===== src/rtl/fs48bit_seq.sv =====
// Multi-cycle wide subtractor: DIFF = A - B - Bin, one SLICE-bit slice per cycle,
// with a registered borrow chain, status flags and a start/busy/done handshake.
module fs48bit_seq #(
    parameter int WIDTH = 48,
    parameter int SLICE = 16
) (
    input  logic             clk,
    input  logic             rst,
    input  logic             start,
    input  logic [WIDTH-1:0] A,
    input  logic [WIDTH-1:0] B,
    input  logic             Bin,
    output logic [WIDTH-1:0] DIFF,
    output logic             Bout,
    output logic             zero,
    output logic             neg,
    output logic             ovf,
    output logic             busy,
    output logic             done
);
    localparam int NSLICE = WIDTH / SLICE;
    localparam int KW = (NSLICE > 1) ? $clog2(NSLICE) : 1;
    localparam logic [KW-1:0] KLAST = KW'(NSLICE - 1);

    localparam logic [1:0] IDLE = 2'd0;
    localparam logic [1:0] CALC = 2'd1;
    localparam logic [1:0] DONE = 2'd2;

    // One slice of subtraction; the extra MSB of the result is the borrow out.
    function automatic logic [SLICE:0] sub_slice(input logic [SLICE-1:0] a,
                                                 input logic [SLICE-1:0] b,
                                                 input logic             bi);
        return {1'b0, a} - {1'b0, b} - {{SLICE{1'b0}}, bi};
    endfunction

    logic [1:0]       state;
    logic [WIDTH-1:0] a_p0, b_p0, acc_p0;
    logic             a_msb_p0, b_msb_p0, brw_p0;
    logic [KW-1:0]    k_p0;
    logic [SLICE:0]   sd;
    logic [WIDTH-1:0] acc_nxt;
    logic             accept;

    // Operands shift right as slices are consumed; results enter the accumulator from the top.
    always_comb begin
        sd      = sub_slice(a_p0[SLICE-1:0], b_p0[SLICE-1:0], brw_p0);
        acc_nxt = (acc_p0 >> SLICE) | (WIDTH'(sd[SLICE-1:0]) << (WIDTH - SLICE));
    end

    assign accept = start && (state != CALC);
    assign busy   = (state == CALC);
    assign done   = (state == DONE);

    always_ff @(posedge clk or posedge rst) begin
        if (rst) begin
            state    <= IDLE;
            a_p0     <= '0;
            b_p0     <= '0;
            acc_p0   <= '0;
            a_msb_p0 <= 1'b0;
            b_msb_p0 <= 1'b0;
            brw_p0   <= 1'b0;
            k_p0     <= '0;
            DIFF     <= '0;
            Bout     <= 1'b0;
            zero     <= 1'b0;
            neg      <= 1'b0;
            ovf      <= 1'b0;
        end else begin
            if (accept) begin
                state    <= CALC;
                a_p0     <= A;
                b_p0     <= B;
                a_msb_p0 <= A[WIDTH-1];
                b_msb_p0 <= B[WIDTH-1];
                brw_p0   <= Bin;
                acc_p0   <= '0;
                k_p0     <= '0;
            end else begin
                case (state)
                    CALC: begin
                        a_p0   <= a_p0 >> SLICE;
                        b_p0   <= b_p0 >> SLICE;
                        acc_p0 <= acc_nxt;
                        brw_p0 <= sd[SLICE];
                        k_p0   <= k_p0 + 1'b1;
                        if (k_p0 == KLAST) begin
                            // All flags publish together with the full result.
                            state <= DONE;
                            DIFF  <= acc_nxt;
                            Bout  <= sd[SLICE];
                            zero  <= (acc_nxt == '0);
                            neg   <= acc_nxt[WIDTH-1];
                            ovf   <= (a_msb_p0 != b_msb_p0) && (acc_nxt[WIDTH-1] != a_msb_p0);
                        end
                    end
                    DONE:    state <= IDLE;
                    default: state <= IDLE;
                endcase
            end
        end
    end
endmodule

===== config.mk =====
export PLATFORM = sky130hd
export DESIGN_NAME = fs48bit_seq
export DESIGN_NICKNAME = d
export VERILOG_FILES = /design/src/rtl/fs48bit_seq.sv
export SDC_FILE = /design/constraint.sdc
export NUM_CORES = 1
export LEC_CHECK = 0
export BUFFER_PORTS_ARGS = -buffer_cell sky130_fd_sc_hd__clkbuf_2
export CAP_MARGIN = 20
export CORE_MARGIN = 8
export CORE_UTILIZATION = 50
export CTS_CLUSTER_SIZE = 28
export DETAILED_ROUTE_END_ITERATION = 6
export PLACE_DENSITY = 0.73
export SYNTH_ARGS = -nofsm -noshare
export SYNTH_HDL_FRONTEND = slang
export SYNTH_SLANG_ARGS = --single-unit

===== constraint.sdc =====
create_clock -name clk -period 12.31 [get_ports clk]
set_input_delay 2.462 -clock clk [delete_from_list [all_inputs] [get_ports clk]]
set_output_delay 2.462 -clock clk [all_outputs]
set_load 0.05 [all_outputs]

## Word level (Yosys, flattened, before mapping)

Cells that the tools add are included.

| cells by class | value |
|---|---|
| equality and inequality tests | 7 |
| add/subtract/negate cells | 3 |
| bitwise operators | 2 |
| muxes and demuxes | 13 |
| reduce and logical (&&, ||, !) cells | 5 |

Operator list:

| cell | number |
|---|---|
| 48-bit 2-to-1 mux | 6 |
| 48-bit zero test | 1 |
| 32-bit by 48-bit bitwise OR with 48-bit output | 1 |
| 16-bit by 16-bit subtractor with 17-bit output | 1 |
| 17-bit by 1-bit subtractor with 17-bit output | 1 |
| 2-bit 2-to-1 mux | 5 |
| 2-bit equality test (second input constant) | 2 |
| 3-bit by 1-bit inequality test with 1-bit output (second input constant) | 1 |
| 3-bit AND reduction | 1 |
| 2-bit by 1-bit adder with 2-bit output (second input constant) | 1 |
| 2-bit by 1-bit equality test with 1-bit output (second input constant) | 1 |
| 1-bit logical AND | 2 |
| 1-bit 2-to-1 mux | 2 |
| 1-bit inequality test | 2 |
| 2-bit by 1-bit inequality test with 1-bit output (second input constant) | 1 |
| 2-bit nonzero test | 1 |
| 1-bit inverter | 1 |

| word-level totals | value |
|---|---|
| bits in registers | 203 |
| output and inout bits | 54 |

## Logic depth before layout (Yosys ltp)

Gate-level depths: netlist (run 1).

| depth | value |
|---|---|
| depth in word-level cells | 5 |
| depth in mapped cells | 12 |

## Least setup slack after synthesis (run 1)

OpenSTA, ideal clock, no wires.

| path | value |
|---|---|
| path type | register to output |
| from | reg state[1] |
| to | out busy |
| data arrival time | 1.671 ns |
| setup slack | 8.177 ns |
| buffers on the path | 3 |
| cell stages (with the launch flop) | 6 |
| cells stage by stage | dfrtp_1 > nand2b_1 > clkbuf_1 > inv_2 > clkbuf_1 > clkbuf_1 |

| between the ends | value |
|---|---|
| cells in the longest elaborated chain, start to end | 1 |

Ends and longest elaborated chain:

| element | line | source |
|---|---|---|
| from (decl) | 36 | `logic [1:0] state;` |
| from (signal assigned) | 56 | `state <= IDLE;` |
| from (signal assigned) | 71 | `state <= CALC;` |
| from (signal assigned) | 89 | `state <= DONE;` |
| 2-bit by 1-bit equality test with 1-bit output | 51 | `assign busy = (state == CALC);` |
| to (decl) | 18 | `output logic busy,` |

No other way between the ends.

## Worst setup path in the final report (run 1)

Same ends and word-level chain as after synthesis.

==> results of run 1 <==
[cells by family after synthesis]
group | count (synthesis)
and+or+nand+nor | 349
DFF | 186
AOI/OAI and AO/OA | 141
buffers and inverters | 104
muxes | 99
adders and majority gates | 33
xor gates and xnor gates | 10
[worst min-delay path by stage]
stage,start,to,slack (ns),cells past startpoint
2_1_floorplan,a_p0[16]$_DFFE_PP0P_,a_p0[0]$_DFFE_PP0P_,0.45,2
3_5_place_dp,DIFF[1]$_DFFE_PP0P_,DIFF[1]$_DFFE_PP0P_,0.46,2
4_1_cts,DIFF[2]$_DFFE_PP0P_,DIFF[2]$_DFFE_PP0P_,0.48,2
6_report,DIFF[20]$_DFFE_PP0P_,DIFF[20]$_DFFE_PP0P_,0.48,2
3_3_place_gp,DIFF[3]$_DFFE_PP0P_,DIFF[3]$_DFFE_PP0P_,0.46,2
5_1_grt,DIFF[29]$_DFFE_PP0P_,DIFF[29]$_DFFE_PP0P_,0.49,2
[state kept, by name, summed over array words and instances (netlist names)]
name      count
b_msb_p0      1
ovf           1
brw_p0        1
Bout          1
b_p0         48
k_p0          2
acc_p0       32
state         2
DIFF         48
zero          1
a_p0         48
a_msb_p0      1
[per-layer routing]
layer	track usage [%]	routed length, um
met1	24.5	9430
met2	30.0	9770
met3	6.35	1500
met4	5.50	293
met5	0	11
[power by group through the flow]
stage	Clock [W]	Sequential (W)	Combinational, W
after floorplan	0	0.00121	0.00112
after global placement	0	0.00102	0.00172
after detailed placement	0	0.00103	0.00176
after CTS	0.000562	0.00102	0.00177
after global routing	0.000587	0.00105	0.00194
final	0.000553	0.00102	0.00175
[metrics by stage]
| step | utilization [%] | hold WS (ns) |
|---|---|---|
| CTS | 58.9 | 0.480 |
| floorplan | - | 0.449 |
| detailed placement | 55.6 | 0.462 |
| finish | 58.9 | 0.476 |
| global route | 58.9 | 0.490 |
| global placement | 55.6 | 0.458 |
[cell type report]
type	count	share of cell area, %
clock buffers	18	4.10
multi-input cells	632	37.5
flip-flops and latches	186	44.4
repair buffers	159	7.80
inverters	50	1.89
well taps	229	2.74
clock inverters	13	1.52
[critical path, delay by kind of cell (launching register included)]
kind          cells  cell delay, ns
buf+inv           3            1.23
simple gates      1            0.14
flops             1            0.37
[Yosys cell counts (3+ instances only)]
| cell type | count |
|---|---|
| inv_1 | 49 |
| ha_1 | 31 |
| xnor2_1 | 5 |
| a21oi_1 | 11 |
| nor4_1 | 8 |
| buf_1 | 3 |
| nand3b_1 | 37 |
| o21a_1 | 5 |
| buf_2 | 3 |
| clkbuf_1 | 47 |
| o21ai_1 | 5 |
| o21ai_0 | 101 |
| mux2i_1 | 97 |
| nand2_1 | 224 |
| dfrtp_1 | 186 |
| nor2_1 | 50 |
| xor2_1 | 5 |
| nor3_1 | 6 |
| nand2b_1 | 4 |
| nand4_1 | 4 |
==> key figures, run 1 <==
Outcome
  – Status: finished, final reports clean

Job
  – Max Cap Violations: 0

Floorplanning
  – Die Ht: 150 um
  – IO Pins: 154
  – Core Box Area: between 15000 and 20000 sq um
  – Initial core utilization: 50.5%
  – Die X-Extent: 150 um
  – Die ar.: around 23000 sq um
  – Row count: 49

Logic synthesis
  – Syn nets: around 1100
  – Ys async rst share: between 90% and 100%
  – Yosys cell types: 55
  – Top cell type by total area after synthesis: dfrtp_1
  – Post-synth top area share: 51.8%
  – Largest family of logic cells by synthesized area: simple AND/OR/NAND/NOR gates
  – Mux contribution to synthesized area: 11.1%
  – Synth area leaders: dfrtp_1 (52%), mux2i_1 (11%), nand2_1 (9.4%)
  – Adder-cell share of the synthesized area: ~4.8%
  – Post-synthesis sequential area ratio: 51.8%
  – Complex-gate fraction of the synthesized area: 9.41%
  – Post-Syn Instances: just over 900
  – Post-synth EDFFs: 0
  – Commonest register cell after synthesis: dfrtp_1
  – Mapped cell area: about 9000 sq um
  – Synth warnings: 0
  – Simple-gate portion of the synthesized area: 17.5%
  – Flops & latches, synth: about 190
  – Avg Cell Area, Syn: 9.74 sq um
  – Synth Area in XOR/XNOR: less than 1%

Layout
  – Multi-input gate area: roughly 4000 sq um
  – Filler cells: ~1500
  – Fin cells: around 1300
  – Area grow syn2layout: 16.6%
  – Most frequent cells in the layout: nand2_1 (223), dfrtp_1 (186), clkbuf_2 (152)
  – Share of post-route cells with drive strength above 1: around a fifth
  – Register cell area after layout: 4650 sq um
  – Final non-filler cell area: 10500 sq um
  – Diodes inserted: 0
  – Layout net count: approximately 1200
  – Commonest non-fill, non-tap cell in the layout: nand2_1

Worst setup path
  – WP data arrival: 2.20 ns
  – CP max stage delay: 0.55 ns
  – Worst Reg2Reg Path Length in Cells: 13
  – Worst R2R Start: state[1]$_DFFE_PP0P_
  – Highest net fanout along the worst path: 72
  – Slowest CP cell: inv_4
  – R2R Setup Slk: about 8.9 ns
  – Crit path required time: 9.85 ns
  – Startpoint Class: flop
  – Worst setup path startpoint: state[1]$_DFFE_PP0P_
  – Cells along the critical path: nand2b_1, buf_4, inv_4, clkbuf_2
  – CP endpoint: busy
  – End of the worst register-to-register path: zero$_DFFE_PP0P_
  – Crit end category: primary output
  – Worst Setup Path Type: reg2out

Placement
  – Pre-CTS setup slack: ~7.8 ns
  – PortBufs: 153
  – Cells after DPL: between 1000 and 1500
  – Placed Area: 9890 sq um
  – Detailed placement HPWL: around 15000 um
  – GP Congestion: roughly 0.81

Clock network
  – Sink Count: about 190
  – Root buffer cell: clkbuf_16
  – CTS tree: done
  – Clock transition at path regs: roughly 0.07 ns
  – H-tree depth: 4
  – Hold-fix buffers, CTS: 0
  – Skew-Pair Late Insertion Delay: around 0.44 ns
  – Gates resized, CTS repair: 0
  – Num CTS Buffers: 17
  – Setup Buffers After CTS: 0
  – Max Buffers Root-to-Sink: 2

Pwr
  – Cell leakage power: ~5.4 nW
  – Int Pwr: ~0.0017 W
  – Overall power: approximately 0.0033 W
  – VDD IR max: between 0.2 and 0.25 mV
  – Cell Pwr Density: roughly 320 nW/um^2
  – Seq pwr share: 30.7%
  – Sw Pwr: 0.00160 W
  – Clk pwr share: 16.6%
  – Net Sw Frac: between 40% and 50%
  – Gate power share: 52.7%

Route
  – Post-route ant nets: 0
  – Vias per cell: a little over 5
  – WL/cell: about 16 um
  – Total iterations of the first detailed-routing run: 4
  – Routed WL: ~21000 um
  – Violation count after the first detailed-route iteration: approximately 500
  – Routed vias: 6636
  – DRC viols: 0

STA
  – Pins Over Slew Limit: 0
  – Worst slew margin: approximately a third
  – Setup TNS: 0 ns
  – Achievable Freq: around 0.21 GHz
  – Final min period: around 4.7 ns
  – Setup ws final: 7.65 ns
  – Actual transition at the worst max-transition pin: just under 1 ns
  – Endpoints failing hold: 0
  – Period utilization: between 30 and 40%
  – Clock Skews: roughly 0.011 ns
  – RSZ-0062 raised after global routing: false
  – Final setup vio count: 0

Global routing
  – First-pass GRT wire length: between 30000 and 40000 um
  – Antenna violations before repair: 1
  – Total gr overflow: 0
  – Largest net degree at the start of global routing: approximately 110
  – Overall Global Routing Usage: a little under a fifth
  – Vias in the first global route: approximately 6500

Min path
  – Worst hold path type: reg2reg
(Power assumes the default switching activity.)
==> run 2: changes to the inputs <==
Settings changed: ABC_AREA set to 1, PLACE_DENSITY 0.73 to 0.76.
Clock period 12.31 ns to 3.82 ns, I/O delays scaled along.
==> run 2 against run 1 <==
Against the previous run:
- synthesized cell count rose by 12%
- non-clock buffer count rose by 7
- final area fell by 1.6%
- worst hold slack got worse by 0.25 ns
- first-iteration DRC count fell by 7.9%
- register-to-register slack got worse by 7.5 ns
- critical endpoint is now brw_p0$_DFFE_PP0P_
- total power rose to 3.3 times the previous value
- sequential share of layout area rose by 0.73 points
- final cell count rose by 9.4%
- clock power rose to 3.2 times the previous value
- setup slack got worse by 6.2 ns
- die area fell by 2.7%
==> key figures, run 2 <==
Route
  – Routed WL: 22100 um (+5.2%)
  – WL/cell: 15.7 um (-3.9%)
  – Vias per cell: 5.09 (-1.3%)
  – DRC viols: 0 (unchanged)
  – Routed vias: 7163 (+7.9%)
  – Violation count after the first detailed-route iteration: 457 (-7.9%)
  – Total iterations of the first detailed-routing run: 7 (+3)
  – Post-route ant nets: 0 (unchanged)

Pwr
  – Int Pwr: 0.00557 W (+220%)
  – Gate power share: 54.4% (+1.7 points)
  – Net Sw Frac: 49.0% (+0.78 points)
  – Seq pwr share: 29.2% (-1.5 points)
  – Clk pwr share: 16.3% (-0.3 points)
  – Sw Pwr: 0.00536 W (+230%)
  – Cell Pwr Density: 1060 nW/um^2 (+230%)
  – Cell leakage power: 5.39 nW (about the same)
  – VDD IR max: 0.557 mV (+170%)

Worst setup path
  – Highest net fanout along the worst path: 3 (-96%)
  – Worst R2R Start: a_p0[0]$_DFFE_PP0P_
  – Worst Reg2Reg Path Length in Cells: 14 (+1)
  – Crit path required time: 4.14 ns (-5.71 ns)
  – WP data arrival: 2.73 ns (+0.53 ns)
  – Worst Setup Path Type: reg2reg
  – End of the worst register-to-register path: brw_p0$_DFFE_PP0P_
  – Crit end category: flop
  – R2R Setup Slk: 1.41 ns (-7.45 ns)
  – Startpoint Class: flop

Layout
  – Layout net count: 1303 (+11%)
  – Top Registers: DIFF x48, a_p0 x48, b_p0 x48
  – Share of post-route cells with drive strength above 1: 17.8% (-2.0 points)
  – Multi-input gate area: 3160 sq um (-20%)
  – Diodes inserted: 0 (unchanged)
  – Filler cells: 1563 (+2.5%)
  – Register cell area after layout: 4650 sq um (unchanged)
  – Commonest non-fill, non-tap cell in the layout: nand2_1
  – Area grow syn2layout: 18.4%
  – Most frequent cells in the layout: nand2_1 (313), dfrtp_1 (186), inv_1 (180)

Clock network
  – Gates resized, CTS repair: 0 (unchanged)
  – H-tree depth: 4 (unchanged)
  – Sink Count: 186 (unchanged)
  – CTS tree: done
  – Root buffer cell: clkbuf_16
  – Hold-fix buffers, CTS: 0 (unchanged)
  – Clock transition at path regs: 0.07 ns (about the same)
  – Skew-Pair Late Insertion Delay: 0.44 ns (about the same)
  – Max Buffers Root-to-Sink: 2 (unchanged)
  – Num CTS Buffers: 17 (unchanged)
  – Setup Buffers After CTS: 0 (unchanged)

STA
  – Pins Over Slew Limit: 0 (unchanged)
  – Endpoints failing hold: 0 (unchanged)
  – Actual transition at the worst max-transition pin: 0.834 ns (-0.151 ns)
  – Setup TNS: 0 ns (unchanged)
  – Achievable Freq: 0.415 GHz
  – Period utilization: 63.1%
  – Worst slew margin: 44.3% (+10 points)
  – Final hold slack: 0.228 ns (-0.248 ns)
  – Clock Skews: 0.0134 ns (+0.00254 ns)
  – RSZ-0062 raised after global routing: false
  – Final setup vio count: 0 (unchanged)
  – Final min period: 2.41 ns

Logic synthesis
  – Post-synth top area share: 53.5% (+1.6 points)
  – Syn nets: 1164 (+10%)
  – Post-Syn Instances: 1031 (+12%)
  – Post-synth EDFFs: 0 (unchanged)
  – Top cell type by total area after synthesis: dfrtp_1
  – Avg Cell Area, Syn: 8.44 sq um (-13%)
  – Flops & latches, synth: 186 (unchanged)
  – Most frequent cell after synthesis: nand2_1
  – Synth warnings: 0 (unchanged)
  – Yosys cell types: 30 (-45%)
  – Synth area leaders: dfrtp_1 (53%), nand2_1 (14%), inv_1 (7.8%)
  – Mapped cell area: 8700 sq um (-3.1%)
  – Ys async rst share: 100% (unchanged)
  – Commonest register cell after synthesis: dfrtp_1
  – Synth cell count leaders: nand2_1 (314), dfrtp_1 (186), inv_1 (181), o21ai_0 (83)
  – Post-synthesis sequential area ratio: 53.5% (+1.6 points)

Outcome
  – Status: finished, final reports clean

Placement
  – PortBufs: 153 (unchanged)
  – Detailed placement HPWL: 16200 um (+7.5%)
  – GP Congestion: 0.899 (+11%)

Floorplanning
  – IO Pins: 154 (unchanged)
  – Row count: 48 (-2.0%)
  – Initial core utilization: 50.7% (+0.17 points)
  – Die X-Extent: 148 um (-1.4%)
  – Die Ht: 148 um (-1.4%)
  – Die ar.: 21900 sq um (-2.7%)
  – Core Box Area: 17200 sq um (-3.4%)

Min path
  – Worst hold path type: in2async

Global routing
  – First-pass GRT wire length: 37000 um (+9.4%)
  – Antenna violations before repair: 0 (-1)
  – Layer with the highest usage: met2
  – Largest net degree at the start of global routing: 75 (-32%)
  – Grt met1 use: 28.5% (+3.9 points)
  – Total gr overflow: 0 (unchanged)
  – Met2 Use GR: 33.3% (+3.3 points)
  – Overall Global Routing Usage: 21.1% (+2.1 points)
  – Met3 Track Usage GR: 5.20% (-1.2 points)
  – Vias in the first global route: 7320 (+13%)

Job
  – Max Cap Violations: 0 (unchanged)
run 2: power by group through the flow:
stage               registers, W  clock network [W]  logic [W]
floorplan                0.00390                  0    0.00373
global route             0.00328            0.00188    0.00675
finish                   0.00319            0.00178    0.00595
global placement         0.00319                  0    0.00579
detailed placement       0.00322                  0    0.00592
CTS                      0.00319            0.00180    0.00597
run 2: critical path, stage by stage, from the launching register on:
cell and delay (ns):
dfrtp_1 0.40, fa_1 0.49, fa_1 0.40, inv_1 0.06
nand2_1 0.06, nand2_1 0.08, nand2_1 0.08, nand2_1 0.08
nand2_1 0.08, a21oi_2 0.18, o21bai_1 0.12, inv_1 0.07
nand2_1 0.06, nand3_1 0.07, nand2_1 0.06
run 2: layout make-up:
type,instances,area share (%)
Multi-Input combinational cell,612,30.6
Tap cell,225,2.73
Clock inverter,11,1.29
Sequential cell,186,45.2
Timing Repair Buffer,166,8.86
Inverter,187,6.85
Clock buffer,21,4.47
run 2: stage by stage:
stage               setup slack [ns]  util (%)  total power (W)  std cells  cell area, sq um
finish                          1.41      60.0           0.0109       1408             10300
global route                    1.13      60.0           0.0119       1408             10300
detailed placement              1.41      56.4          0.00914       1375              9690
floorplan                      0.663         -          0.00763       1031              8710
CTS                             1.40      59.9           0.0110       1407             10300
global placement                1.49      56.4          0.00899       1375              9690
run 2: cells by family after synthesis:
family	Yosys count	synth area share [%]
simple gates	393	18.1
buf+inv	233	10.3
compound gates	186	13.2
flops	186	53.5
fa+ha+maj	33	4.92
run 2: how the worst max path moves through the flow:
stage	start	end	slack (ns)	cells after the start
finish	a_p0[0]$_DFFE_PP0P_	brw_p0$_DFFE_PP0P_	1.41	14
CTS	a_p0[0]$_DFFE_PP0P_	brw_p0$_DFFE_PP0P_	1.40	14
detailed placement	a_p0[0]$_DFFE_PP0P_	brw_p0$_DFFE_PP0P_	1.41	14
global route	a_p0[0]$_DFFE_PP0P_	zero$_DFFE_PP0P_	1.13	15
global placement	a_p0[0]$_DFFE_PP0P_	Bout$_DFFE_PP0P_	1.49	14
floorplan	rst	Bout$_DFFE_PP0P_	0.66	1
run 2: per-layer routing:
| layer | wire length, um | vias to the layer above |
|---|---|---|
| met3 | 1550 | 21 |
| met4 | 313 | 0 |
| li1 | - | 3556 |
| met5 | 0 | - |
| met2 | 10300 | 239 |
| met1 | 9890 | 3347 |
==> run 3: changes to the inputs <==
Settings changed: ABC_AREA 1 to 0.
Clock period 3.82 ns to 2.2 ns, I/O delays scaled along.
==> run 3 against run 2 <==
Against the previous run:
- the run now ends with setup timing left
- setup slack worse by 2.0 ns
- sequential share of layout area decreased by 4.7 points
- critical endpoint unchanged
- largest cell class unchanged
- final area up 12%
- critical path depth fell by 3
- clock-buffer cell count fell by 3
- non-clock buffer count is 81 higher
- clock skew down 0.0022 ns
- utilization increased by 4.7 points
- register-to-register slack lost 2.0 ns
==> key figures, run 3 (synthesized netlist as in run 1, its figures left out) <==
Global routing
  – First-pass GRT wire length: 36900 um (-0.47%)
  – Overall Global Routing Usage: 20.6% (-0.47 points)
  – Antenna violations before repair: 2 (+2)
  – Largest net degree at the start of global routing: 98 (+31%)
  – Vias in the first global route: 7330 (+0.14%)
  – Total gr overflow: 0 (unchanged)

Floorplanning
  – Core Box Area: 17800 sq um (+3.5%)
  – Die X-Extent: 150 um (+1.4%)
  – Row count: 49 (+2.1%)
  – Die Ht: 150 um (+1.4%)
  – Initial core utilization: 50.5% (-0.17 points)
  – Die ar.: 22500 sq um (+2.8%)
  – IO Pins: 154 (unchanged)

STA
  – Endpoints failing hold: 0 (unchanged)
  – Pins Over Slew Limit: 0 (unchanged)
  – Final hold slack: 0.157 ns (-0.0712 ns)
  – Worst slew margin: 49.2% (+4.8 points)
  – RSZ-0062 raised after global routing: true
  – Final setup vio count: 26 (+26)
  – Setup ws final: -0.573 ns (-1.98 ns)
  – Actual transition at the worst max-transition pin: 0.763 ns (-0.0709 ns)
  – Clock Skews: 0.0112 ns (-0.00221 ns)
  – Period utilization: 126% (+63 points)
  – Final min period: 2.77 ns (+0.361 ns)
  – Achievable Freq: 0.361 GHz (-13%)

Worst setup path
  – Highest net fanout along the worst path: 4 (+1)
  – WP data arrival: 3.07 ns (+0.34 ns)
  – Crit end category: flop
  – Startpoint Class: flop
  – R2R Setup Slk: -0.57 ns (-1.98 ns)
  – Crit path required time: 2.50 ns (-1.64 ns)
  – Worst Setup Path Type: reg2reg

Route
  – DRC viols: 0 (unchanged)
  – WL/cell: 16.9 um (+7.8%)
  – Violation count after the first detailed-route iteration: 531 (+16%)
  – Routed vias: 7236 (+1.0%)
  – Routed WL: 23300 um (+5.3%)
  – Vias per cell: 5.26 (+3.4%)
  – Total iterations of the first detailed-routing run: 5 (-2)
  – Post-route ant nets: 0 (unchanged)

Layout
  – Share of post-route cells with drive strength above 1: 30.0% (+12 points)
  – Filler cells: 1436 (-8.1%)
  – Most frequent cells in the layout: nand2_1 (223), dfrtp_1 (186), clkbuf_2 (151)
  – Diodes inserted: 0 (unchanged)
  – Final non-filler cell area: 11500 sq um (+12%)
  – Commonest non-fill, non-tap cell in the layout: nand2_1
  – Top Registers: DIFF x48, a_p0 x48, b_p0 x48
  – Layout net count: 1267 (-2.8%)
  – Area grow syn2layout: 28.1%
  – Post-layout util: 64.7% (+4.7 points)

Clock network
  – Root buffer cell: clkbuf_16
  – H-tree depth: 4 (unchanged)
  – CTS tree: done
  – Num CTS Buffers: 17 (unchanged)
  – Max Buffers Root-to-Sink: 2 (unchanged)
  – Skew-Pair Late Insertion Delay: 0.43 ns (about the same)
  – Hold-fix buffers, CTS: 0 (unchanged)
  – Clock transition at path regs: 0.07 ns (about the same)
  – Sink Count: 186 (unchanged)

Placement
  – GP Congestion: 0.834 (-7.3%)
  – PortBufs: 153 (unchanged)
  – Pre-CTS setup slack: -0.464 ns (-1.88 ns)
  – Placed Area: 10500 sq um (+8.3%)
  – Detailed placement HPWL: 16200 um (+0.23%)

Outcome
  – Violated checks: setup timing
  – Status: finished, violations left

Min path
  – Worst hold path type: in2async

Job
  – Max Cap Violations: 0 (unchanged)
run 3: final timing paths:
kind | from | end | cells after the start
max | brw_p0$_DFFE_PP0P_ | brw_p0$_DFFE_PP0P_ | 11
min | rst | DIFF[27]$_DFFE_PP0P_ | 3
max reg2reg | brw_p0$_DFFE_PP0P_ | brw_p0$_DFFE_PP0P_ | 11
min reg2reg | DIFF[3]$_DFFE_PP0P_ | DIFF[3]$_DFFE_PP0P_ | 2
max in group asynchronous | rst | a_p0[0]$_DFFE_PP0P_ | 3
min in group clk | B[45] | b_p0[45]$_DFFE_PP0P_ | 3
run 3: final cells by class:
cell class | count | area, sq um | share of cell area [%]
Sequential cell | 186 | 4650 | 40.5
Multi-Input combinational cell | 632 | 4210 | 36.5
Timing Repair Buffer | 247 | 1580 | 13.7
Clock buffer | 18 | 429 | 3.73
Tap cell | 229 | 287 | 2.49
Inverter | 50 | 194 | 1.69
Clock inverter | 14 | 159 | 1.38
run 3: what timing repair did:
| item | in CTS | in global routing |
|---|---|---|
| pin swaps | 6 | 22 |
| endpoints found under the setup margin | 26 | 29 |
| resized for setup | 16 | 52 |
| cloned | 0 | 0 |
| setup buffers | 18 | 11 |
| endpoints found under the hold margin | 0 | 0 |
run 3: critical path, cell delays in order (launching register included):
cell and delay, ns:
dfrtp_1 0.37, inv_2 0.06, fa_2 0.44, fa_2 0.36, nand2b_4 0.16, a31o_4 0.25
a211oi_4 0.30, buf_4 0.17, o31ai_2 0.06, a21oi_2 0.20, xnor2_2 0.17, a21oi_1 0.11
run 3: layer usage:
layer	track usage (%)	part of all wire [%]	up-vias
li1	-	-	3515
met1	25.4	41	3446
met2	33.6	49	229
met3	6.41	7.7	42
met4	7.40	2.1	4
met5	0	0.12	-
run 3: through the flow:
stage,std cells,TNS (ns)
6_report,1376,-9.00
5_1_grt,1376,-11.15
4_1_cts,1368,-6.72
3_5_place_dp,1319,-6.99
3_3_place_gp,1319,-5.79
2_1_floorplan,922,-119.19
Power of run 3 is left out: the tool's default activity adds up to more than one toggle a clock period on the data nets, which glitch-free logic cannot reach.
